## src/rtl/period_channel_arbiter.sv

```systemverilog
// Two-channel period result arbiter: captures EDGE_FLAG/DURATION pairs,
// holds one result per channel and serves them round-robin on one stream.
module period_channel_arbiter #(
  parameter int COUNTER_BITS      = 16,
  parameter int OVERSAMPLING_BITS = 3,
  parameter int TIMEOUT_CYCLES    = 1000000
) (
  input  logic                                    CLK,
  input  logic                                    RESET,
  input  logic                                    EDGE_FLAG_0,
  input  logic [COUNTER_BITS+OVERSAMPLING_BITS-1:0] DURATION_0,
  input  logic                                    EDGE_FLAG_1,
  input  logic [COUNTER_BITS+OVERSAMPLING_BITS-1:0] DURATION_1,
  output logic                                    OUT_VALID,
  input  logic                                    OUT_READY,
  output logic                                    OUT_CHANNEL,
  output logic [COUNTER_BITS+OVERSAMPLING_BITS-1:0] OUT_DURATION,
  input  logic                                    CLEAR_FLAGS,
  output logic [1:0]                              OVERRUN,
  output logic [1:0]                              NO_SIGNAL
);

  localparam int W  = COUNTER_BITS + OVERSAMPLING_BITS;
  localparam int TW = $clog2(TIMEOUT_CYCLES + 1);
  localparam logic [TW-1:0] T_MAX = TW'(TIMEOUT_CYCLES);

  logic [1:0]          edge_flag;
  logic [1:0]          capture;

  logic [1:0]          prev_q, prev_d;
  logic [1:0]          pend_q, pend_d;
  logic [1:0][W-1:0]   hold_q, hold_d;
  logic                last_q, last_d;

  logic                out_valid_q, out_valid_d;
  logic                out_ch_q, out_ch_d;
  logic [W-1:0]        out_dur_q, out_dur_d;

  logic [1:0]          ovr_q, ovr_d;
  logic [1:0]          new_ovr;
  logic [1:0]          nosig_q, nosig_d;
  logic [1:0][TW-1:0]  cnt_q, cnt_d;

  logic                slot_free;
  logic                gnt_vld;
  logic                gnt_ch;
  logic [1:0]          gnt_hit;

  assign edge_flag = {EDGE_FLAG_1, EDGE_FLAG_0};

  // Rising-edge detect so a level-held flag yields a single capture.
  always_comb begin
    prev_d  = edge_flag;
    capture = edge_flag & ~prev_q;
  end

  // Round-robin grant on registered pend bits, only when the slot frees up.
  always_comb begin
    slot_free = ~out_valid_q | OUT_READY;
    gnt_vld   = 1'b0;
    gnt_ch    = 1'b0;
    if (slot_free) begin
      unique case (1'b1)
        (pend_q == 2'b01): begin
          gnt_vld = 1'b1;
          gnt_ch  = 1'b0;
        end
        (pend_q == 2'b10): begin
          gnt_vld = 1'b1;
          gnt_ch  = 1'b1;
        end
        (pend_q == 2'b11): begin
          gnt_vld = 1'b1;
          gnt_ch  = ~last_q;
        end
        default: begin
          gnt_vld = 1'b0;
          gnt_ch  = 1'b0;
        end
      endcase
    end
    gnt_hit = gnt_vld ? (gnt_ch ? 2'b10 : 2'b01) : 2'b00;
  end

  // Pending registers, output word and overrun flags.
  always_comb begin
    hold_d      = hold_q;
    last_d      = last_q;
    out_valid_d = out_valid_q;
    out_ch_d    = out_ch_q;
    out_dur_d   = out_dur_q;

    if (slot_free) begin
      out_valid_d = gnt_vld;
    end
    if (gnt_vld) begin
      out_dur_d = hold_q[gnt_ch];
      out_ch_d  = gnt_ch;
      last_d    = gnt_ch;
    end

    // A capture on a granted channel refills it; the old value left above.
    if (capture[0]) begin
      hold_d[0] = DURATION_0;
    end
    if (capture[1]) begin
      hold_d[1] = DURATION_1;
    end
    pend_d = (pend_q & ~gnt_hit) | capture;

    // Only an unserved pending value being replaced counts as lost.
    new_ovr = capture & pend_q & ~gnt_hit;
    ovr_d   = (ovr_q & ~{2{CLEAR_FLAGS}}) | new_ovr;
  end

  // Per-channel silence timers, saturating at the timeout.
  always_comb begin
    for (int n = 0; n < 2; n++) begin
      if (capture[n]) begin
        cnt_d[n] = '0;
      end else if (cnt_q[n] == T_MAX) begin
        cnt_d[n] = T_MAX;
      end else begin
        cnt_d[n] = cnt_q[n] + 1'b1;
      end
      nosig_d[n] = (cnt_d[n] == T_MAX);
    end
  end

  // State update; reset drops any word still on the output.
  always_ff @(posedge CLK) begin
    if (RESET) begin
      prev_q      <= '0;
      pend_q      <= '0;
      hold_q      <= '0;
      last_q      <= 1'b1;
      out_valid_q <= 1'b0;
      out_ch_q    <= 1'b0;
      out_dur_q   <= '0;
      ovr_q       <= '0;
      nosig_q     <= '0;
      cnt_q       <= '0;
    end else begin
      prev_q      <= prev_d;
      pend_q      <= pend_d;
      hold_q      <= hold_d;
      last_q      <= last_d;
      out_valid_q <= out_valid_d;
      out_ch_q    <= out_ch_d;
      out_dur_q   <= out_dur_d;
      ovr_q       <= ovr_d;
      nosig_q     <= nosig_d;
      cnt_q       <= cnt_d;
    end
  end

  assign OUT_VALID    = out_valid_q;
  assign OUT_CHANNEL  = out_ch_q;
  assign OUT_DURATION = out_dur_q;
  assign OVERRUN      = ovr_q;
  assign NO_SIGNAL    = nosig_q;

endmodule

```

## config.mk

```make
export PLATFORM = sky130hd
export DESIGN_NAME = period_channel_arbiter
export DESIGN_NICKNAME = d
export VERILOG_FILES = /design/src/rtl/period_channel_arbiter.sv
export SDC_FILE = /design/constraint.sdc
export NUM_CORES = 1
export LEC_CHECK = 0
export CAP_MARGIN = 20
export CORE_MARGIN = 2
export CORE_UTILIZATION = 54
export DETAILED_ROUTE_END_ITERATION = 10
export GPL_ROUTABILITY_DRIVEN = 0
export PLACE_DENSITY = 0.87
export SYNTH_ARGS = -nofsm -noshare
export SYNTH_HDL_FRONTEND = slang
export SYNTH_SLANG_ARGS = --single-unit
```

## constraint.sdc

```tcl
create_clock -name CLK -period 2.6 [get_ports CLK]
set_input_delay 0.78 -clock CLK [delete_from_list [all_inputs] [get_ports CLK]]
set_output_delay 0.78 -clock CLK [all_outputs]
set_load 0.02 [all_outputs]
```

# == Yosys cells after proc, flatten, opt, wreduce, memory -nomap -nowiden ==
# Cells that the tools add are included.
# totals
in_bits,44
wordCells,48
regBits,108
output_inout_bits,25
# op_classes
muxes,12
magnitude_cmp,1
add_sub_neg,2
n_reduce_logical,1
n_bitwise,13
eq_ne,7
# op_table
operator,count
"== test 20 bit, second input constant",4
two-way mux 20 bit,4
"adder 20 x 1 -> 20 bit, second input constant",2
two-way mux 19 bit,2
AND 2 bit,5
inverter 2 bit,3
"== test 2 bit, second input constant",2
two-way mux 2 bit,2
OR 2 bit,2
two-way mux 1 bit,3
OR reduction 3 bit,1
"== test 2 x 1 -> 1 bit, second input constant",1
"< comparator 1 x 2 -> 1 bit, second input constant",1
inverter 1 bit,2
one-hot mux 1 bit (2 select lines),1
OR 1 bit,1

# == Longest topological paths before layout ==
# depth
word_depth,8
mapped_depth,9
mapped_depth_nobuf,8

# == Worst setup path after synthesis ==
# No wires, ideal clock.
# synth_path
path_kind,input port to flip-flop
startpoint,in RESET
endpoint,"reg nosig_q[1], in the netlist NO_SIGNAL[1]"
setup_ns,0.078
t_required_ns,2.522
arrival_ns,2.228
stages,6
setup_slack_ns,0.294
n_path_buf,2
path_cell_list,clkbuf_1 nand2b_1 buf_2 or4_1 a2111o_1 nor3_1
# synth_rtl
item,line_no,text
start: declaration,9,"input logic RESET,"
end signal: assignment,152,nosig_q <= nosig_d;
end: declaration,41,"logic [1:0] nosig_q, nosig_d;"

# == Worst setup path after layout ==
# layout_path
startpoint,reg cnt_q[20] (netlist bit)
endpoint,"reg nosig_q[1], in the netlist NO_SIGNAL[1]"
# layout_via
elab_chain_len,4
elab_cells_between_ends,5
cone_classes,1 x add/sub; 2 x eq/ne; 2 x mux
# layout_rtl
item,line_no,text
start: declaration,42,"logic [1:0][TW-1:0] cnt_q, cnt_d;"
start signal: assignment,153,cnt_q <= cnt_d;
adder 20 x 1 -> 20 bit / == test 20 bit (equally long branches),"124, 121",
two-way mux 20 bit (*),121,end else if (cnt_q[n] == T_MAX) begin
two-way mux 20 bit (*),119,if (capture[n]) begin
== test 20 bit (*),126,nosig_d[n] = (cnt_d[n] == T_MAX);
# Mark *: on every way between the ends. The rest lies on a longest branch, timed or not.
# A chain may end at the register's enable or synchronous reset.

==> results.yml <==
status:
  status: "finished, final reports clean"
worst_setup_path:
  worstSetupPathDepth: 7
  crit_buf_inv: 0
  critical_path.cell_chain: "ha_1, nand3_1, nor4_4, xnor2_1, or4_1, a2111o_1, nor3_1"
  cp_slowest_cell: "or4_1"
  path_delay_family: "simple AND/OR/NAND/NOR gates"
  slowest_delay_ps: 510
  path_class: "reg -> reg"
  worst-path-max-fanout: 8
  start_kind: "flop"
  crit_required_ps: 2870
  cp_data_arrival_time_ps: 2710
  reg2regPathDepth: 7
  cp-end-kind: "flop"
logic_synthesis:
  syn_area_um2: 4530
  synthDistinctLibCells: 42
  synth_edf_count: 0
  synth_area_leader_cell: "dfxtp_1"
  synth-main-ff-cell: "dfxtp_1"
  syn_nets: 590
  synth.most_common_cell: "dfxtp_1"
  synth_area_leaders: "dfxtp_1 (48%), nand2_1 (7.7%), nor2_1 (6.1%), a21oi_1 (5.1%), xnor2_1 (5.0%)"
  ys_warn_count: 0
  seq_area_frac_synth_pct: 47.7
  synth_seq_cells: 108
  synthArstFlopShare_pct: 0
  ys_top_cells_by_count: "dfxtp_1 (108), nand2_1 (93), nor2_1 (74)"
  avgSynthCellArea_um2: 8.36
  synth_top_area_share_pct: 47.7
  syn_inst: 542
grt:
  grt_pass1_vias: 3859
  grt_pass1_wl_mm: 16.9
  grt_overflow_total: 0
  grt_max_degree: 47
  gr-usage-all-layers_pct: 23.1
  antenna_found_initial: 0
detailed_routing:
  first_pass_iters: 6
  met2_length_mm: 5.46
  drtIter0Drc: 297
  avgRoutedWirePerCell_um: 14.9
  wl_mm: 10.6
  vias: 4028
  vias_per_cell: 5.69
  wl_met3_um: 551
  top_layer_used: "met4"
  ant_nets: 0
  wl_met1_mm: 4.41
  drc: 0
die:
  die_w_um: 95.6
  die_area_um2: 9140
  initial_utilization_pct: 55.4
  rows: 33
  fp.dieH_um: 95.6
  core_um2: 8180
  num_io_pins: 69
sta:
  finalCritPeriodShare_pct: 94.0
  setup_tns_ps: 0
  hold_ws_ps: 469
  period_needed_ps: 2440
  grt_setup_unrepaired: "false"
  tightestPinTransition_ps: 531
  finalClockSkew_ps: 13.7
  setup_viol: 0
  slew_viol_final: 0
  fmax_mhz: 409
  hold_violations: 0
  maxSlewHeadroom_pct: 63.7
cts:
  cts.sinks: 108
  cts_tree: "done"
  cts_resized: 0
  cts_buffers: 9
  worstSkewPairLatency_ps: 350
  cts_htree_levels: 3
  cts-hold-fix-buffers: 0
  clkTransAtPathRegs_ps: 100
  post_cts_buffers: 0
  root_buffer: "clkbuf_8"
  clock_path_buffers: 2
finish:
  area_growth_pct: 21.0
  nets: 647
  nFillCells: 630
  antenna_cells: 0
  drive_above_1_share_pct: 5.97
  multiInputGateArea_um2: 2180
  regArea_um2: 2160
pwr:
  power_density_nw_per_um2: 558
  peakVddDrop_mv: 0.441
  leakagePower_nw: 1.92
placed_design:
  portBuffers: 68
  hpwl_mm: 7.44
flow_run:
  drv_cap: 0
min_path:
  hold_depth: 2
  hold_class: "reg -> reg"
[tightest hold or removal path: stages (launching register included)]
cell,delay (ps)
dfxtp_1,320
nand2_1,50
a21oi_1,50
[metal layers]
| metal | GRT usage, % | vias up |
|---|---|---|
| li1 | - | 1970 |
| met1 | 28.0 | 1912 |
| met2 | 40.7 | 132 |
| met3 | 4.03 | 14 |
| met4 | 8.21 | 0 |
| met5 | 0 | - |
[registers in the layout, summed over array words and instances (netlist names)]
name / cells
cnt_q: 40
hold_q: 38
OUT_DURATION: 19
NO_SIGNAL: 2
OVERRUN: 2
pend_q: 2
prev_q: 2
OUT_CHANNEL: 1
OUT_VALID: 1
last_q: 1
[stage by stage]
stage | setup WS, ps | cell area (µm²) | util (%) | cells | total power, mW
2_1_floorplan | 294 | 4530 | - | 542 | 1.97
3_3_place_gp | 67.0 | 5300 | 64.8 | 693 | 2.13
3_5_place_dp | 1.10 | 5300 | 64.8 | 693 | 2.14
4_1_cts | 187 | 5480 | 67.0 | 708 | 3.07
5_1_grt | 20.2 | 5480 | 67.0 | 708 | 3.16
6_report | 157 | 5480 | 67.0 | 708 | 3.06
[cell type report]
| class | count | area share (%) |
|---|---|---|
| clock buffers | 10 | 2.51 |
| flip-flops and latches | 108 | 39.5 |
| inverters | 11 | 0.753 |
| repair buffers | 82 | 14.2 |
| multi-input cells | 387 | 39.8 |
| clock inverters | 5 | 0.845 |
| well taps | 105 | 2.40 |
[cell usage in the layout, fill, tap and decap left out, drive strengths merged, types with 4 or more instances in the layout]
| cell | count |
|---|---|
| nor2b | 9 |
| and2 | 4 |
| nor4 | 6 |
| nand2b | 9 |
| a222oi | 19 |
| clkbuf | 10 |
| nand2 | 93 |
| clkdlybuf4s50 | 67 |
| ha | 4 |
| inv | 13 |
| nand4 | 13 |
| or3 | 4 |
| buf | 15 |
| a21oi | 46 |
| xor2 | 14 |
| nand3 | 16 |
| nor3 | 7 |
| and3 | 6 |
| o21ai | 9 |
| dfxtp | 108 |
| nor2 | 74 |
| xnor2 | 26 |
[final timing paths]
check | from | endpoint | slack [ps]
hold / removal | hold_q[0]$_SDFFE_PP0P_ | hold_q[0]$_SDFFE_PP0P_ | 470
setup / recovery | cnt_q[20]$_SDFF_PP0_ | NO_SIGNAL[1]$_SDFF_PP0_ | 160
setup reg to reg | cnt_q[20]$_SDFF_PP0_ | NO_SIGNAL[1]$_SDFF_PP0_ | 160
hold reg to reg | hold_q[0]$_SDFFE_PP0P_ | hold_q[0]$_SDFFE_PP0P_ | 470
[power breakdown]
group | switching, mW | internal, mW | leakage, nW | total [mW]
clock | 0.563 | 0.385 | 0.0948 | 0.948
sequential | 0.0409 | 1.71 | 0.880 | 1.76
combinational | 0.190 | 0.164 | 0.946 | 0.354
[cell families after synthesis]
family	Yosys count	share of synthesized area [%]
xor gates and xnor gates	40	7.73
DFF	108	47.7
and+or+nand+nor	254	26.5
buffers and inverters	47	4.12
adders and majority gates	4	1.11
AOI/OAI and AO/OA	89	12.8
Note: power is estimated with default switching activity, not from simulation.
